$ cat src/rtl/spi_fsm_pkg.sv
// spi_pkg: shared state encoding, frame width and R/W bit meaning for the SPI memory controller
package spi_pkg;
   typedef enum logic [2:0] {
      IDLE        = 3'd0,
      GET_ADDR    = 3'd1,
      GOT_ADDR    = 3'd2,
      READ_LOAD   = 3'd3,
      READ_SHIFT  = 3'd4,
      WRITE_SHIFT = 3'd5,
      WRITE_STORE = 3'd6,
      DONE        = 3'd7
   } state_t;
   localparam int SPI_WORD_WIDTH = 8;
   localparam logic SPI_READ = 1'b1;
   localparam logic SPI_WRITE = 1'b0;
endpackage

$ cat src/rtl/spi_fsm_if.sv
// spi_fsm_if: conditioned SPI inputs and shift-register/memory/MISO strobes of the transaction controller
interface spi_fsm_if;
   logic cs_n;
   logic sclk_posedge;
   logic rw_bit;
   logic sr_we;
   logic addr_we;
   logic dm_we;
   logic miso_buff_en;
   logic busy;
   modport master (
      output cs_n, sclk_posedge, rw_bit,
      input  sr_we, addr_we, dm_we, miso_buff_en, busy
   );
   modport slave (
      input  cs_n, sclk_posedge, rw_bit,
      output sr_we, addr_we, dm_we, miso_buff_en, busy
   );
endinterface

$ cat src/rtl/spi_fsm_bitcounter.sv
// spi_bitcounter: sclk edge counter with a combinational last-bit flag
module spi_bitcounter
   import spi_pkg::*;
#(
   parameter int WORD_WIDTH = SPI_WORD_WIDTH,
   parameter int CNT_WIDTH = 4
) (
   input  logic clk,
   input  logic rst_n,
   input  logic clear,
   input  logic inc,
   output logic [CNT_WIDTH-1:0] count,
   output logic full
);
   assign full = inc && count == CNT_WIDTH'(WORD_WIDTH - 1);
   always_ff @(posedge clk)
      if (!rst_n || clear) count <= '0;
      else if (inc) count <= count + 1'b1;
endmodule

$ cat src/rtl/spi_fsm.sv
// spi_fsm: SPI memory transaction controller decoding address+R/W then one data byte
module spi_fsm
   import spi_pkg::*;
#(
   parameter int WORD_WIDTH = SPI_WORD_WIDTH,
   parameter int CNT_WIDTH = 4
) (
   input logic clk,
   input logic rst_n,
   spi_fsm_if.slave bus
);
   state_t state, nextState;
   logic countInc, countClear, countFull;
   logic [CNT_WIDTH-1:0] count;
   if (WORD_WIDTH < 2 || (1 << CNT_WIDTH) <= WORD_WIDTH) begin : gBadParams
      $error("spi_fsm: WORD_WIDTH must be >= 2 and fit in CNT_WIDTH bits");
   end
   // only shift phases count edges; any state change restarts the count
   assign countInc = bus.sclk_posedge && (state inside {GET_ADDR, READ_SHIFT, WRITE_SHIFT});
   assign countClear = state == IDLE || nextState != state;
   spi_bitcounter #(.WORD_WIDTH(WORD_WIDTH), .CNT_WIDTH(CNT_WIDTH)) bitCounter (
      .clk(clk),
      .rst_n(rst_n),
      .clear(countClear),
      .inc(countInc),
      .count(count),
      .full(countFull)
   );
   always_ff @(posedge clk)
      if (!rst_n) state <= IDLE;
      else state <= nextState;
   // chip-select release aborts from anywhere and outranks every other transition
   always_comb begin
      nextState = state;
      if (state != IDLE && bus.cs_n) nextState = IDLE;
      else
         case (state)
            IDLE:        nextState = bus.cs_n ? IDLE : GET_ADDR;
            GET_ADDR:    nextState = countFull ? GOT_ADDR : GET_ADDR;
            GOT_ADDR:    nextState = bus.rw_bit == SPI_READ ? READ_LOAD : WRITE_SHIFT;
            READ_LOAD:   nextState = READ_SHIFT;
            READ_SHIFT:  nextState = countFull ? DONE : READ_SHIFT;
            WRITE_SHIFT: nextState = countFull ? WRITE_STORE : WRITE_SHIFT;
            WRITE_STORE: nextState = DONE;
            default:     nextState = DONE;
         endcase
   end
   always_comb begin
      bus.addr_we = state == GOT_ADDR;
      bus.sr_we = state == READ_LOAD;
      bus.miso_buff_en = state == READ_SHIFT;
      bus.dm_we = state == WRITE_STORE;
      bus.busy = state != IDLE;
   end
   assert property (@(posedge clk) disable iff (!rst_n) count < CNT_WIDTH'(WORD_WIDTH));
endmodule

$ cat src/flat_wrapper.sv
// flat-port wrapper written by rule: the top's interface ports become plain ports
module spi_fsm_flat import spi_pkg::*;
#(
   parameter int WORD_WIDTH = SPI_WORD_WIDTH,
   parameter int CNT_WIDTH = 4
)
  (clk, rst_n, bus_cs_n, bus_sclk_posedge, bus_rw_bit, bus_sr_we, bus_addr_we, bus_dm_we, bus_miso_buff_en, bus_busy);
  spi_fsm_if bus_i ();
  input logic clk;
  input logic rst_n;
  input wire logic [$bits(bus_i.cs_n)-1:0] bus_cs_n;
  input wire logic [$bits(bus_i.sclk_posedge)-1:0] bus_sclk_posedge;
  input wire logic [$bits(bus_i.rw_bit)-1:0] bus_rw_bit;
  output wire logic [$bits(bus_i.sr_we)-1:0] bus_sr_we;
  output wire logic [$bits(bus_i.addr_we)-1:0] bus_addr_we;
  output wire logic [$bits(bus_i.dm_we)-1:0] bus_dm_we;
  output wire logic [$bits(bus_i.miso_buff_en)-1:0] bus_miso_buff_en;
  output wire logic [$bits(bus_i.busy)-1:0] bus_busy;
  assign bus_i.cs_n = bus_cs_n;
  assign bus_i.sclk_posedge = bus_sclk_posedge;
  assign bus_i.rw_bit = bus_rw_bit;
  assign bus_sr_we = bus_i.sr_we;
  assign bus_addr_we = bus_i.addr_we;
  assign bus_dm_we = bus_i.dm_we;
  assign bus_miso_buff_en = bus_i.miso_buff_en;
  assign bus_busy = bus_i.busy;
  spi_fsm #(.WORD_WIDTH(WORD_WIDTH), .CNT_WIDTH(CNT_WIDTH)) u_core (.clk(clk), .rst_n(rst_n), .bus(bus_i));
endmodule
$ cat config.mk
export PLATFORM = sky130hd
export DESIGN_NAME = spi_fsm_flat
export DESIGN_NICKNAME = d
export VERILOG_FILES = /design/src/rtl/spi_fsm_pkg.sv /design/src/rtl/spi_fsm_if.sv /design/src/rtl/spi_fsm_bitcounter.sv /design/src/rtl/spi_fsm.sv /design/src/flat_wrapper.sv
export SDC_FILE = /design/constraint.sdc
export NUM_CORES = 1
export LEC_CHECK = 0
export BUFFER_PORTS_ARGS = -buffer_cell sky130_fd_sc_hd__buf_2
export CAP_MARGIN = 30
export CORE_AREA = 2 2 39 41
export CTS_CLUSTER_DIAMETER = 200
export DETAILED_ROUTE_END_ITERATION = 6
export DIE_AREA = 0 0 41 43
export GPL_TIMING_DRIVEN = 0
export SLEW_MARGIN = 20
export SYNTH_ARGS = -nofsm -noshare
export SYNTH_HDL_FRONTEND = slang
export SYNTH_SLANG_ARGS = --single-unit
$ cat constraint.sdc
create_clock -name clk -period 1.5 [get_ports clk]
set_input_delay 0 -clock clk [delete_from_list [all_inputs] [get_ports clk]]
set_output_delay 0 -clock clk [all_outputs]
set_load 0.02 [all_outputs]
==> flow_summary.ini <==
[worst_hold_path]
hold_class = in2reg

[power_and_ir_drop]
p_seq_share_pct = 46.9
p_per_area_nw_per_um2 = 699.9
power.switching_w = 0.0001020
power_frac_comb_pct = 7.9
p_leak_nw = 0.2468
clkPwrFrac_pct = 45.2
switching_share_pct = 25.05
p_int_w = 0.0003052
irDropWorstVdd_v = 0.0003619

[synthesis]
ys_top_cells_by_area = dfxtp_1 32%, and2_1 4.3%, nand3_1 3.5%
seq_area_frac_synth_pct = 32.37
ys_ff_latch = 7
synth_area_per_cell_um2 = 8.658
yosys_warnings = 0
syn_area_um2 = 432.9
synth_cell_types = 31
syn_inst = 50
yosysTopAreaCell = dfxtp_1
synth_top_area_share_pct = 32.37
syn-num-nets = 56

[floorplanning]
rows = 14
fp.dieH_um = 43
start_util_pct = 31.28
io_pins = 10
core-area_um2 = 1384
die-area_um2 = 1763
die_w_um = 41

[status]
status = finished clean

[global_routing]
antenna_found_initial = 0
global_route.overflow_total = 0
grt_max_degree = 11
track_usage_pct = 13.38
grt_pass1_vias = 332
grt_pass1_wl_mm = 1.442

[timing]
max_freq_ghz = 0.6776
hold_viol_final = 0
fin_setup_tns_ps = 0
setup_viol = 0
worst_pin_slew_ps = 346.6
rsz0062_at_grt = yes
period_share_pct = 98.39
relSlewSlack_pct = 76.74
slew_viol_final = 0
finClkSkew_ps = 0.3231
post-route-min-period_ps = 1476

[layout]
antenna_cells = 0
layout_commonest_cell = buf_2
fillers = 150
nets = 73
syn_to_final_growth_pct = 34.39
drive_above_1_share_pct = 37.88
final_core_util_pct = 42.04
final_cell_mix = 9 x buf_2, 5 x dfxtp_1

[job]
drv_cap = 0

[routing]
first_iter_violations = 2
drt-total-wl_um = 999
wire_per_inst_um = 12.18
route.detailed.drc = 0
first_pass_iters = 4
vias = 418
vias_per_cell = 5.098
postRouteAntennaNets = 0

[clock_tree]
clockRootBuffer = clkbuf_4
clkLatencyLatePin_ps = 260
path_clk_slew_ps = 50
clockBufferDepth = 2
cts_made_buffers = 3
cts_tree = done
clock_sinks = 7
cts-htree-levels = 1

[place]
place_congestion = 0.7524
port-buffer-count = 9
dp_hpwl_um = 652.2

[critical_path]
slowest_delay_ps = 340
crit_required_ps = 1660
crit_path_start_kind = flop
worst-path-max-fanout = 3
criticalPathCategory = reg2reg
cp.arrival_ps = 1640
crit_path_end_kind = flop
crit_path_top_delay_cell = dfxtp_2
crit_chain = ha_4, and3b_2, nand2_2, mux2_4, a2111oi_4
-- timing repair --
item | in CTS | in global routing
setup buffers | 2 | 0
gates cloned | 0 | 0
hold buffers | 1 | 0
pin swaps | 1 | 0
resized for setup | 3 | 3
setup endpoints to repair | 1 | 4
endpoints found under the hold margin | 1 | 0
-- power by group through the flow --
| stage | Clock (W) | Combinational (W) | Sequential, W |
|---|---|---|---|
| 3_3_place_gp | 0 | 0.0000268 | 0.000195 |
| 5_1_grt | 0.000197 | 0.0000346 | 0.000191 |
| 6_report | 0.000184 | 0.0000323 | 0.000191 |
| 3_5_place_dp | 0 | 0.0000270 | 0.000195 |
| 2_1_floorplan | 0 | 0.0000158 | 0.000194 |
| 4_1_cts | 0.000189 | 0.0000312 | 0.000191 |
-- logic make-up after synthesis --
group           after synthesis  share of synthesized area [%]
simple gates                 23                          30.93
compound gates               12                          22.26
flops                         7                          32.37
buf+inv                       4                          3.756
mux                           2                          5.779
xor+xnor                      1                          2.023
fa+ha+maj                     1                          2.890
-- flip-flops by register name, summed over array words and instances (netlist names) --
register,flops
u_core.state,3
u_core.bitCounter.count,4
-- per-stage QoR --
step	hold WS (ps)	cell area [um2]	worst slack [ps]	instances	power, W
2_1_floorplan	68.86	435.4	1.633	50	0.0002096
3_3_place_gp	241.6	500.5	-91.80	75	0.0002217
3_5_place_dp	247.3	500.5	-106.6	75	0.0002220
4_1_cts	47.49	566.8	14.73	82	0.0004112
5_1_grt	77.40	581.8	-13.72	82	0.0004234
6_report	68.48	581.8	24.13	82	0.0004072
-- cells in the mapped netlist --
master and instances:
a21boi_0 1, and3b_1 1, nor2_1 3, a31oi_1 1
o21ai_0 2, and2_1 3, o21a_1 1, a21oi_1 2
and3b_2 1, o21ba_2 1, a311o_1 1, nor3_1 1
nand3_1 3, mux2_4 1, and2b_1 1, xor2_1 1
nand2_2 1, or3_1 1, nand2_1 3, dfxtp_1 7
mux2i_1 1, a221oi_1 1, nor2b_1 2, clkbuf_2 1
a2111oi_2 1, ha_1 1, nor3b_1 1, nand3b_1 1
a311o_2 1, inv_1 3, and3_1 1
-- final timing paths --
path	cells past startpoint	end	from	slack (ps)
max	5	u_core.state[0]	u_core.bitCounter.count[1]	20
min	3	u_core.state[1]	bus_sclk_posedge	70
max reg2reg	5	u_core.state[0]	u_core.bitCounter.count[1]	20
min reg2reg	2	u_core.bitCounter.count[3]	u_core.bitCounter.count[3]	480
-- area by class of cell --
type | count | area, um2 | share of cell area (%)
clock buffers | 4 | 26.28 | 4.516
well taps | 16 | 20.02 | 3.441
multi-input cells | 39 | 306.5 | 52.69
plain buffers | 1 | 5.005 | 0.8602
flip-flops and latches | 7 | 142.6 | 24.52
inverters | 3 | 11.26 | 1.935
repair buffers | 12 | 70.07 | 12.04
-- routing by layer --
metal / part of all wire, % / wire length [um] / global-route usage (%)
met1: 43 / 434 / 15.53
met2: 46 / 463 / 17.19
met3: 5.1 / 51 / 3.141
met4: 4.9 / 49 / 16.00
met5: 0 / 0 / 0
-- critical path: cells and delay by family, from the launching register on --
family / cells / cell delay (ps)
and+or+nand+nor: 2 / 280
AOI/OAI and AO/OA: 1 / 290
DFF: 1 / 340
adders and majority gates: 1 / 160
muxes: 1 / 300
Power figures use the tool's default switching activity.
